$ cat config.mk
export PLATFORM = sky130hd
export DESIGN_NAME = pi_rgb_pwm_scheduler
export DESIGN_NICKNAME = d
export VERILOG_FILES = /design/src/rtl/pi_rgb_pkg.sv /design/src/rtl/pi_pwm_timebase.sv /design/src/rtl/pi_rgb_pwm_scheduler.sv
export SDC_FILE = /design/constraint.sdc
export NUM_CORES = 1
export LEC_CHECK = 0
export ABC_AREA = 1
export BUFFER_PORTS_ARGS = -buffer_cell sky130_fd_sc_hd__clkbuf_2
export CAP_MARGIN = 20
export CORE_ASPECT_RATIO = 1.4
export CORE_UTILIZATION = 50
export CTS_CLUSTER_SIZE = 28
export DETAILED_ROUTE_END_ITERATION = 6
export PLACE_DENSITY = 0.63
export RECOVER_POWER = 25
export REMOVE_ABC_BUFFERS = 1
export SETUP_SLACK_MARGIN = 0.05
export SYNTH_ARGS = -nofsm -noshare
export SYNTH_HDL_FRONTEND = slang
export SYNTH_SLANG_ARGS = --single-unit
$ cat constraint.sdc
create_clock -name clk -period 5.5 [get_ports clk]
set_input_delay 0.275 -clock clk [delete_from_list [all_inputs] [get_ports clk]]
set_output_delay 0.275 -clock clk [all_outputs]
set_load 0.01 [all_outputs]
$ cat src/rtl/pi_rgb_pkg.sv
// Shared types and constants for the Pi RGB PWM scheduler: phases, write
// select layout and colour codes.
package pi_rgb_pkg;

  localparam int unsigned DUTY_W_DEF = 8;
  localparam int unsigned SEL_W      = 3;
  localparam int unsigned NUM_LEDS   = 2;
  localparam int unsigned NUM_COLS   = 3;

  localparam logic [1:0] COL_R   = 2'd0;
  localparam logic [1:0] COL_G   = 2'd1;
  localparam logic [1:0] COL_B   = 2'd2;
  localparam logic [1:0] COL_BAD = 2'd3;

  typedef enum logic [1:0] {
    PH_R = 2'd0,
    PH_G = 2'd1,
    PH_B = 2'd2
  } phase_e;

  // Write select payload: led in the MSB, colour code below it
  typedef struct packed {
    logic       led;
    logic [1:0] col;
  } sel_t;

  function automatic logic col_valid(input logic [1:0] col);
    return col != COL_BAD;
  endfunction

endpackage

$ cat src/rtl/pi_pwm_timebase.sv
// PWM timebase: prescaler, PWM counter, colour phase FSM, commit strobe and
// frame_start pulse.
module pi_pwm_timebase
  import pi_rgb_pkg::*;
#(
  parameter int unsigned PRESCALE = 4,
  parameter int unsigned DUTY_W   = DUTY_W_DEF
) (
  input  logic              clk,
  input  logic              reset,
  input  logic              enable_i,
  output phase_e            phase_o,
  output logic [DUTY_W-1:0] pwm_cnt_o,
  output logic              commit_c,
  output logic              frame_start_o
);

  localparam int unsigned PS_W = (PRESCALE > 1) ? $clog2(PRESCALE) : 1;
  localparam logic [PS_W-1:0]   PS_MAX  = PS_W'(PRESCALE - 1);
  localparam logic [DUTY_W-1:0] CNT_MAX = {{(DUTY_W-1){1'b1}}, 1'b0};

  logic [PS_W-1:0]   presc_q, presc_d;
  logic [DUTY_W-1:0] cnt_q, cnt_d;
  phase_e            phase_q, phase_d;
  logic              fs_q, fs_d;
  logic              tick_c;
  logic              cnt_max_c;

  assign tick_c    = enable_i & (presc_q == PS_MAX);
  assign cnt_max_c = (cnt_q == CNT_MAX);
  assign commit_c  = tick_c & cnt_max_c & (phase_q == PH_B);

  always_ff @(posedge clk) begin
    if (reset) begin
      presc_q <= '0;
      cnt_q   <= '0;
      phase_q <= PH_R;
      fs_q    <= 1'b0;
    end else begin
      presc_q <= presc_d;
      cnt_q   <= cnt_d;
      phase_q <= phase_d;
      fs_q    <= fs_d;
    end
  end

  // Everything holds while disabled; the phase only moves at the end of a PWM period
  always_comb begin
    presc_d = presc_q;
    cnt_d   = cnt_q;
    phase_d = phase_q;
    fs_d    = commit_c;
    if (tick_c) begin
      presc_d = '0;
      if (cnt_max_c) begin
        cnt_d = '0;
        case (phase_q)
          PH_R:    phase_d = PH_G;
          PH_G:    phase_d = PH_B;
          PH_B:    phase_d = PH_R;
          default: phase_d = PH_R;
        endcase
      end else begin
        cnt_d = cnt_q + DUTY_W'(1);
      end
    end else if (enable_i) begin
      presc_d = presc_q + PS_W'(1);
    end
  end

  assign phase_o       = phase_q;
  assign pwm_cnt_o     = cnt_q;
  assign frame_start_o = fs_q;

endmodule

$ cat src/rtl/pi_rgb_pwm_scheduler.sv
// Time-division RGB PWM for LED16/LED17: staged duty writes that commit at
// frame boundaries, one colour lit per LED at a time.
module pi_rgb_pwm_scheduler
  import pi_rgb_pkg::*;
#(
  parameter int unsigned PRESCALE = 4,
  parameter int unsigned DUTY_W   = DUTY_W_DEF
) (
  input  logic              clk,
  input  logic              reset,
  input  logic              enable,
  input  logic              wr_valid,
  output logic              wr_ready,
  input  logic [SEL_W-1:0]  wr_sel,
  input  logic [DUTY_W-1:0] wr_duty,
  output logic              wr_err,
  output logic              led16_r,
  output logic              led16_g,
  output logic              led16_b,
  output logic              led17_r,
  output logic              led17_g,
  output logic              led17_b,
  output logic              frame_start
);

  localparam int unsigned NUM_OUT = NUM_LEDS * NUM_COLS;

  phase_e            phase;
  logic [DUTY_W-1:0] pwm_cnt;
  logic              commit_c;

  logic [DUTY_W-1:0] pend_q [NUM_LEDS][NUM_COLS];
  logic [DUTY_W-1:0] pend_d [NUM_LEDS][NUM_COLS];
  logic [DUTY_W-1:0] act_q  [NUM_LEDS][NUM_COLS];
  logic [DUTY_W-1:0] act_d  [NUM_LEDS][NUM_COLS];
  logic [NUM_OUT-1:0] led_q, led_d;
  logic              wr_err_q, wr_err_d;
  logic              wr_fire;
  sel_t              sel;

  pi_pwm_timebase #(
    .PRESCALE (PRESCALE),
    .DUTY_W   (DUTY_W)
  ) u_timebase (
    .clk           (clk),
    .reset         (reset),
    .enable_i      (enable),
    .phase_o       (phase),
    .pwm_cnt_o     (pwm_cnt),
    .commit_c      (commit_c),
    .frame_start_o (frame_start)
  );

  assign sel = sel_t'(wr_sel);

  // Writes stall during the commit cycle so they cannot race the bank copy
  assign wr_ready = ~reset & ~commit_c;
  assign wr_fire  = wr_valid & wr_ready;

  always_comb begin
    pend_d   = pend_q;
    act_d    = act_q;
    wr_err_d = wr_fire & ~col_valid(sel.col);
    if (commit_c) begin
      act_d = pend_q;
    end
    if (wr_fire && col_valid(sel.col)) begin
      pend_d[sel.led][sel.col] = wr_duty;
    end
  end

  // Output index is led*3 + colour; phase codes match colour codes
  always_comb begin
    led_d = '0;
    for (int n = 0; n < NUM_LEDS; n++) begin
      for (int c = 0; c < NUM_COLS; c++) begin
        led_d[n*NUM_COLS + c] = enable & (2'(phase) == 2'(c)) & (pwm_cnt < act_q[n][c]);
      end
    end
  end

  always_ff @(posedge clk) begin
    if (reset) begin
      for (int n = 0; n < NUM_LEDS; n++) begin
        for (int c = 0; c < NUM_COLS; c++) begin
          pend_q[n][c] <= '0;
          act_q[n][c]  <= '0;
        end
      end
      led_q    <= '0;
      wr_err_q <= 1'b0;
    end else begin
      pend_q   <= pend_d;
      act_q    <= act_d;
      led_q    <= led_d;
      wr_err_q <= wr_err_d;
    end
  end

  assign wr_err  = wr_err_q;
  assign led16_r = led_q[0];
  assign led16_g = led_q[1];
  assign led16_b = led_q[2];
  assign led17_r = led_q[3];
  assign led17_g = led_q[4];
  assign led17_b = led_q[5];

endmodule

==> flow_summary.json, run 1 <==
{
  "drc": 0,
  "yosysSeqAreaShare_pct": 43.6,
  "rrSetupSlack_ns": 2.65,
  "r2r_cells": 7,
  "fillers": 1018,
  "via_per_inst": 4.85,
  "ctsHoldBuffers": 0,
  "cts-root-buf": "clkbuf_16",
  "yosysTopAreaCellShare_pct": 43.6,
  "synth_fa_ha_area_share_pct": 10.6,
  "cp-endpoint": "wr_ready",
  "drt_iter0_drc": 251,
  "final_util_pct": 59.3,
  "place.gp.congestion": 0.830,
  "grt_overflow_total": 0,
  "irDropWorstVdd_v": 0.000183,
  "r2r_end": "act_q[14]",
  "yosysWarnings": 0,
  "clock.fmax_ghz": 0.304,
  "rsz0062_at_grt": "no",
  "worstSkewPairLatency_ns": 0.41,
  "p_comb_share_pct": 2.8,
  "first_pass_iters": 5,
  "power_frac_seq_pct": 40.7,
  "fin_nets": 821,
  "setup_tns_ns": 0,
  "die_h_um": 124,
  "cts_setup_buffers": 0,
  "clockBufferDepth": 2,
  "synth_area_leaders": "dfxtp_1 (44%), nand2_1 (14%), ha_1 (11%)",
  "synth_xor_area_share_pct": 0.658,
  "die-area_sq_um": 11100,
  "area_growth_syn_to_layout_pct": 15.3,
  "path_clk_slew_ns": 0.05,
  "min_period_ns": 3.29,
  "synth_top_family_by_area": "simple AND/OR/NAND/NOR gates",
  "cts_buffers": 17,
  "p_switching_uw": 421,
  "wirelength_mm": 12.4,
  "crit_required_ns": 5.22,
  "syn_inst": 738,
  "reg2reg_from": "u_timebase.pwm_cnt_o[1]",
  "clkPwrFrac_pct": 56.5,
  "start_util_pct": 51.4,
  "clock_skew_ns": 0.00753,
  "synth_compound_area_share_pct": 8.18,
  "critPathLaunchType": "flop",
  "rows": 44,
  "wire_per_inst_um": 13.6,
  "io_pins": 24,
  "syn_area_per_cell_sq_um": 7.21,
  "worstSetupPathType": "flop to output pin",
  "synth_largest_area_cell": "dfxtp_1",
  "grtUsageTotal_pct": 24.5,
  "slew_headroom_pct": 30.6,
  "startpoint": "u_timebase.pwm_cnt_o[1]",
  "cellInternalPower_mw": 1.68,
  "cp.arrival_ns": 3.01,
  "drive_gt1_share_pct": 6.48,
  "setup_viol": 0,
  "endpoint_kind": "output pin",
  "hold_violations": 0,
  "detailed_place_hpwl_mm": 8.25,
  "cts-resized-gates": 0,
  "io_buffers": 23,
  "hp-class": "primary input to flop",
  "ys_seq_elements": 116,
  "p_per_area_nw_per_um2": 343,
  "diodes": 0,
  "status": "finished clean",
  "grt_pass1_wl_mm": 19.9,
  "grt_max_degree": 37,
  "clock-sinks": 116,
  "post-route-period-util_pct": 59.8,
  "cts_tree": "done",
  "dieWidth_um": 89.2,
  "drv_cap": 0,
  "muxShareOfSynthArea_pct": 0,
  "synthSimpleGateAreaFrac_pct": 26.4,
  "crit_path_max_fanout": 25,
  "num_vias": 4412,
  "cts-htree-levels": 4,
  "tightest_slew_ns": 1.04,
  "antenna_found_initial": 0,
  "slew_viol_final": 0,
  "coreArea_sq_um": 10300,
  "drtAntennaViolNets": 0,
  "grt_pass1_vias": 4159,
  "netSwitchingFraction_pct": 20.0,
  "synth_cell_type_count": 27,
  "synthesis.area_sq_um": 5320,
  "leakagePower_nw": 2.87
}
-- synthesized netlist by cell type --
library cell,count
buf_1,3
a21oi_1,21
inv_1,115
a211oi_1,5
o21ai_1,1
buf_2,9
a22oi_1,2
dfxtp_1,116
nand4_1,6
nor2_1,119
clkbuf_1,4
nand4_4,1
nor3_1,12
xor2_1,2
buf_6,1
inv_2,1
nor2_2,2
buf_4,6
xnor2_1,2
nand4_2,1
and3_1,1
ha_1,45
o21bai_1,1
nand2_1,193
o21ai_0,53
nand3_1,15
nor3b_1,1
-- registers in the layout, summed over array words and instances, names as in the netlist --
| signal | flops |
|---|---|
| act_q | 48 |
| led_q | 6 |
| pend_q | 48 |
| u_timebase.frame_start_o | 1 |
| u_timebase.phase_o | 2 |
| u_timebase.presc_q | 2 |
| u_timebase.pwm_cnt_o | 8 |
| wr_err | 1 |
-- critical path, cell delays in order, from the launching register on --
cell and delay, ns:
dfxtp_1 0.57, ha_1 0.23, nand2_1 0.05, nor2_1 0.19, nand4_1 0.41, nand2_1 0.77
inv_1 0.20, clkbuf_2 0.18
-- power by group through the flow --
| stage | Clock, mW | Sequential [mW] | Combinational, mW |
|---|---|---|---|
| 5_1_grt | 1.25 | 0.857 | 0.0660 |
| 2_1_floorplan | 0 | 0.872 | 0.0316 |
| 3_5_place_dp | 0 | 0.873 | 0.0587 |
| 3_3_place_gp | 0 | 0.873 | 0.0573 |
| 4_1_cts | 1.21 | 0.856 | 0.0588 |
| 6_report | 1.19 | 0.856 | 0.0587 |
-- layout make-up --
cell class | count | area (sq um) | area share, %
clock buffer | 19 | 453 | 7.38
tap | 138 | 173 | 2.81
inverter | 116 | 435 | 7.09
multi-input combinational | 483 | 2420 | 39.4
sequential | 116 | 2320 | 37.8
timing repair buffer | 27 | 150 | 2.45
clock inverter | 11 | 183 | 2.98
-- layout by cell type, fill, tap and decap left out, types with 10 or more instances in the layout --
cell type	Yosys	routed
nand3_1	15	15
nor3_1	12	12
dfxtp_1	116	116
o21ai_0	53	53
ha_1	45	45
nand2_1	193	193
inv_1	115	115
clkbuf_16	0	17
clkbuf_1	4	10
clkbuf_2	0	14
a21oi_1	21	21
nor2_1	119	119
-- worst min path at each step --
stage / start / endpoint / slack [ns] / cells past startpoint
CTS: enable / u_timebase.presc_q[1] / 0.14 / 3
global placement: pend_q[34] / act_q[34] / 0.44 / 2
detailed placement: pend_q[17] / act_q[17] / 0.44 / 2
global route: enable / u_timebase.presc_q[1] / 0.16 / 3
floorplan: reset / u_timebase.pwm_cnt_o[1] / 0.34 / 1
finish: enable / u_timebase.presc_q[1] / 0.15 / 3
-- layer usage --
metal  up-vias  GRT usage (%)  wire length [um]
li1       2327              -                 -
met1      1989           30.1              5560
met2        83           41.3              6160
met3        13           5.43               499
met4         0           9.52               177
met5         -              0                 0
-- per-stage QoR --
stage                     power [mW]  cells  setup slack [ns]  instance area [sq um]  hold slack (ns)
after global routing            2.17    910              1.87                   6140            0.159
after global placement         0.930    878              2.63                   5500            0.437
final                           2.11    910              2.21                   6140            0.149
after detailed placement       0.932    879              2.53                   5530            0.442
after CTS                       2.12    909              2.37                   6170            0.138
after floorplan                0.904    715              3.02                   5190            0.344
-- logic make-up after synthesis --
| family | count (synthesis) |
|---|---|
| AOI/OAI and AO/OA | 83 |
| xor gates and xnor gates | 4 |
| adders and majority gates | 45 |
| buffers and inverters | 139 |
| DFF | 116 |
| and+or+nand+nor | 351 |
No activity file was read; power rests on OpenSTA's default activity.
==> run 2, diff against run 1 <==
ABC_AREA = 0   (was 1)
PLACE_DENSITY = 0.66   (was 0.63)
clock period = 2.8 ns   (was 5.5 ns; I/O delays follow)
==> run 2 against run 1 <==
Hold slack lost 0.087 ns. Highest routed layer unchanged. Synthesized cell count down 31%. Core utilization increased by 0.81 points. Critical endpoint unchanged. Combinational power is 81% higher. Die area decreased by 3.9%. First-iteration DRC count decreased by 31%. Sequential power grew 95%. Via count is 16% lower. Power is 87% higher. Clock power increased by 82%.
==> flow_summary.json, run 2 <==
{
  "p_per_area_nw_per_um2": 662,
  "layout_commonest_cell": "dfxtp_1",
  "synthesis.area_sq_um": 5110,
  "cts-root-buf": "clkbuf_16",
  "drtAntennaViolNets": 0,
  "crit_path_max_fanout": 13,
  "fin_nets": 597,
  "setup_viol": 0,
  "drc": 0,
  "die_h_um": 122,
  "area_growth_syn_to_layout_pct": 16.4,
  "endpoint_kind": "output pin",
  "async_flop_share_pct": 0,
  "cts_setup_buffers": 0,
  "fillers": 890,
  "wirelength_mm": 11.1,
  "hp-class": "primary input to flop",
  "drive_gt1_share_pct": 12.4,
  "clockBufferDepth": 2,
  "leakagePower_nw": 2.50,
  "io_pins": 24,
  "synth_flop_cell": "dfxtp_1",
  "critPathLaunchType": "flop",
  "syn_area_per_cell_sq_um": 10.1,
  "tightest_slew_ns": 0.676,
  "die-area_sq_um": 10600,
  "cts_tree": "done",
  "ys_seq_elements": 116,
  "cts-resized-gates": 0,
  "irDropWorstVdd_v": 0.000571,
  "cts-htree-levels": 4,
  "min_period_ns": 2.53,
  "place.gp.congestion": 0.799,
  "setup_tns_ns": 0,
  "path_clk_slew_ns": 0.05,
  "syn_inst": 507,
  "slew_headroom_pct": 54.8,
  "yosysWarnings": 0,
  "synth_most_common_cell": "dfxtp_1",
  "worstSkewPairLatency_ns": 0.40,
  "first_pass_iters": 4,
  "detailed_place_hpwl_mm": 7.73,
  "post-route-period-util_pct": 90.3,
  "wire_per_inst_um": 16.2,
  "grt_overflow_total": 0,
  "coreArea_sq_um": 9900,
  "grtUsageTotal_pct": 22.7,
  "drt_iter0_drc": 174,
  "rsz0062_at_grt": "no",
  "start_util_pct": 51.6,
  "io_buffers": 23,
  "synth_cell_type_count": 44,
  "hold_violations": 0,
  "grt_pass1_vias": 3524,
  "clock-sinks": 116,
  "clock.fmax_ghz": 0.396,
  "ctsHoldBuffers": 0,
  "synth_area_leaders": "dfxtp_1 (45%), ha_1 (11%), mux2i_1 (8.4%)",
  "synth-edff-count": 0,
  "yosysSeqAreaShare_pct": 45.4,
  "diodes": 0,
  "status": "finished clean",
  "antenna_found_initial": 0,
  "clock_skew_ns": 0.0133,
  "mostFrequentLayoutCells": "dfxtp_1 (116), nor2_1 (52), a22o_1 (47)",
  "worstSetupPathType": "flop to output pin",
  "crit_required_ns": 2.66,
  "yosysTopAreaCellShare_pct": 45.4,
  "num_vias": 3687,
  "synth_largest_area_cell": "dfxtp_1",
  "grt_max_degree": 49,
  "via_per_inst": 5.39,
  "cts_buffers": 17,
  "whs_ns": 0.0618,
  "rows": 43,
  "ys_top_cells_by_count": "dfxtp_1 (116), nor2_1 (52), a22o_1 (47)",
  "drv_cap": 0,
  "grt_pass1_wl_mm": 17.7,
  "cp.arrival_ns": 2.39,
  "slew_viol_final": 0,
  "dieWidth_um": 87.5
}
-- run 2: changes by cell type after synthesis, sizes merged, moves of 6 or more --
| cell | previous run | this run |
|---|---|---|
| a21o | 0 | 7 |
| a22o | 0 | 48 |
| buf | 19 | 13 |
| clkbuf | 4 | 10 |
| inv | 116 | 43 |
| mux2i | 0 | 43 |
| nand2 | 193 | 32 |
| nand4 | 8 | 2 |
| nor2 | 121 | 54 |
| nor2b | 0 | 7 |
| nor3 | 12 | 2 |
| o21ai | 54 | 9 |
-- run 2: power breakdown --
group          internal (mW)  leakage (nW)  switching, mW  total, mW
Clock                   1.45         0.294          0.709       2.16
Combinational         0.0333          1.27         0.0727      0.106
Sequential              1.66         0.935        0.00683       1.67
Total                   3.15          2.50          0.788       3.94
-- run 2: area by class of cell --
type                       instances  area (sq um)  share of cell area [%]
clock buffer                      21           470                    7.91
multi-input combinational        325          2500                    42.0
sequential                       116          2320                    39.0
clock inverter                    10           130                    2.19
timing repair buffer              34           196                    3.30
tap                              135           169                    2.84
inverter                          43           161                    2.71
-- run 2: metal layers --
layer  track usage [%]  part of all wire, %  wire (um)
met1              26.2                   42       4630
met2              38.6                   52       5750
met3              5.49                  3.4        371
met4              11.5                  2.8        314
met5                 0                    0          0
-- run 2: logic make-up (layout without fill, tap and decap cells) --
family	count (synthesis)	count (layout)	synth area share (%)
muxes	43	43	8.42
adders and majority gates	45	45	11.0
DFF	116	116	45.4
xor gates and xnor gates	5	5	0.857
and+or+nand+nor	133	133	14.1
AOI/OAI and AO/OA	99	99	14.3
buffers and inverters	66	108	5.87
-- run 2: metrics by stage --
step           cells  setup slack, ns  utilization (%)  power, mW  cell area, sq um
6_report         684            0.272             60.1       3.94              5950
5_1_grt          684            0.139             60.1       4.07              5950
4_1_cts          684            0.246             60.3       3.98              5960
3_5_place_dp     653            0.528             54.2       1.81              5360
3_3_place_gp     653            0.591             54.2       1.81              5360
2_1_floorplan    484            0.104                -       1.75              4970
-- run 2: final timing paths --
check	startpoint	end	slack, ns	cells past startpoint
worst max-delay path	u_timebase.pwm_cnt_o[1]	wr_ready	0.27	6
worst min-delay path	wr_duty[3]	pend_q[35]	0.06	3
worst max register to register	u_timebase.pwm_cnt_o[1]	pend_q[45]	0.46	6
worst min register to register	pend_q[38]	pend_q[38]	0.45	2
-- run 2: worst max-delay path, cell delays in order, from the launching register on --
cell and delay [ns]:
dfxtp_1 0.56, ha_1 0.23, nand2_1 0.13, nor4_4 0.52
nor2_4 0.18, buf_4 0.23, clkbuf_2 0.13
==> run 3, diff against run 2 <==
GPL_TIMING_DRIVEN = 0   (was not set)
==> run 3 against run 2 <==
Hold slack improved by 0.0015 ns. Non-clock buffer count fell by 8. Critical path depth rose by 1. Setup slack improved by 0.014 ns. Power rose by 1.5%. Critical path type is now flop to flop. Clock skew fell by 0.0060 ns. Cell count fell by 1.0%. Die area did not move.
==> flow_summary.json, run 3 (same netlist as run 2, synthesis figures left out) <==
{
  "crit_required_ns": 3.07,
  "mostFrequentLayoutCells": "dfxtp_1 (116), nor2_1 (52), a22o_1 (47)",
  "drt_iter0_drc": 175,
  "seqCellArea_sq_um": 2320,
  "drive_gt1_share_pct": 11.4,
  "num_vias": 3699,
  "io_pins": 24,
  "cts_setup_buffers": 0,
  "grt_max_degree": 49,
  "hp-class": "primary input to flop",
  "detailed_place_hpwl_mm": 7.49,
  "leakagePower_nw": 2.48,
  "hold_violations": 0,
  "antenna_found_initial": 0,
  "area_growth_syn_to_layout_pct": 15.9,
  "wirelength_mm": 10.8,
  "dieWidth_um": 87.5,
  "grt_pass1_vias": 3623,
  "rsz0062_at_grt": "no",
  "drv_cap": 0,
  "path_clk_slew_ns": 0.05,
  "crit_chain": "inv_1 > ha_1 > nand2_1 > nor4_4 > nor3_2 > mux2i_1 > nor2_1",
  "via_per_inst": 5.46,
  "endpoint_kind": "flop",
  "crit_slowest_cell": "nor3_2",
  "layout_commonest_cell": "dfxtp_1",
  "irDropWorstVdd_v": 0.000368,
  "io_buffers": 23,
  "clock_skew_ns": 0.00730,
  "fin_nets": 589,
  "grtUsageTotal_pct": 22.5,
  "diodes": 0,
  "whs_ns": 0.0633,
  "cts_buffers": 17,
  "drtAntennaViolNets": 0,
  "post-route-period-util_pct": 89.8,
  "cts-root-buf": "clkbuf_16",
  "p_per_area_nw_per_um2": 675,
  "cts_tree": "done",
  "cts-resized-gates": 0,
  "crit_path_max_fanout": 9,
  "setup_viol": 0,
  "setup_ws_ns": 0.286,
  "status": "finished clean",
  "die-area_sq_um": 10600,
  "clock-sinks": 116,
  "cp.arrival_ns": 2.79,
  "grt_overflow_total": 0,
  "die_h_um": 122,
  "place.gp.congestion": 0.763,
  "ctsHoldBuffers": 0,
  "tightest_slew_ns": 1.11,
  "fin_cells": 677,
  "pre_cts_slack_ns": 0.296,
  "critPathMaxStageDelay_ns": 0.89,
  "multi_input_area_sq_um": 2500,
  "slew_viol_final": 0,
  "grt_pass1_wl_mm": 17.8,
  "first_pass_iters": 4,
  "worstSkewPairLatency_ns": 0.41,
  "start_util_pct": 51.6,
  "wire_per_inst_um": 16.0,
  "slew_headroom_pct": 25.5,
  "drc": 0,
  "min_period_ns": 2.51,
  "dp.cells": 645,
  "coreArea_sq_um": 9900,
  "clockBufferDepth": 2,
  "rows": 43,
  "clock.fmax_ghz": 0.398,
  "cts-htree-levels": 4,
  "fillers": 896,
  "critPathLaunchType": "flop",
  "worstSetupPathType": "flop to flop"
}
[run 3: cell count changes in the layout (fill, tap and decap cells not counted)]
cell	before	now
buf_16	0	1
clkinv_2	5	4
buf_4	9	1
nor4_1	2	1
clkbuf_8	3	4
nor3_2	0	1
nor4_2	0	1
nor3_4	1	0
[run 3: area by class of cell]
cell class | instances | area share [%]
clock buffer | 23 | 8.23
clock inverter | 9 | 2.11
inverter | 43 | 2.72
multi-input combinational | 325 | 42.2
sequential | 116 | 39.2
tap | 135 | 2.85
timing repair buffer | 26 | 2.70
[run 3: worst max-delay path, delay by kind of cell (launching register included)]
| family | cells | cell delay (ns) |
|---|---|---|
| fa+ha+maj | 1 | 0.22 |
| flops | 1 | 0.53 |
| simple gates | 4 | 1.21 |
| mux | 1 | 0.28 |
| buf+inv | 1 | 0.14 |
[run 3: power by group]
group	internal (mW)	switching (mW)
sequential	1.66	0.00711
clock	1.49	0.732
combinational	0.0362	0.0738
[run 3: stage by stage]
| stage | area, sq um | power, mW | util [%] | TNS [ns] |
|---|---|---|---|---|
| final | 5930 | 4.00 | 59.9 | 0 |
| after global routing | 5930 | 4.11 | 59.9 | 0 |
| after detailed placement | 5330 | 1.82 | 53.8 | 0 |
| after global placement | 5260 | 1.80 | 53.1 | -39.30 |
| after floorplan | 4970 | 1.75 | - | 0 |
| after CTS | 5940 | 4.02 | 60.0 | 0 |
[run 3: worst paths after layout]
check	from	end	slack, ns	cells past startpoint
max	u_timebase.pwm_cnt_o[0]	pend_q[18]	0.29	7
min	wr_duty[0]	pend_q[32]	0.06	3
max reg2reg	u_timebase.pwm_cnt_o[0]	pend_q[18]	0.29	7
min reg2reg	pend_q[37]	pend_q[37]	0.45	2
[run 3: layer usage]
metal,vias up,wire length [um],global-route usage (%),share of wire [%]
met3,16,384,6.17,3.5
li1,1820,-,-,-
met4,0,212,10.1,2.0
met1,1801,4510,24.7,42
met2,62,5720,39.7,53
met5,-,0,0,0
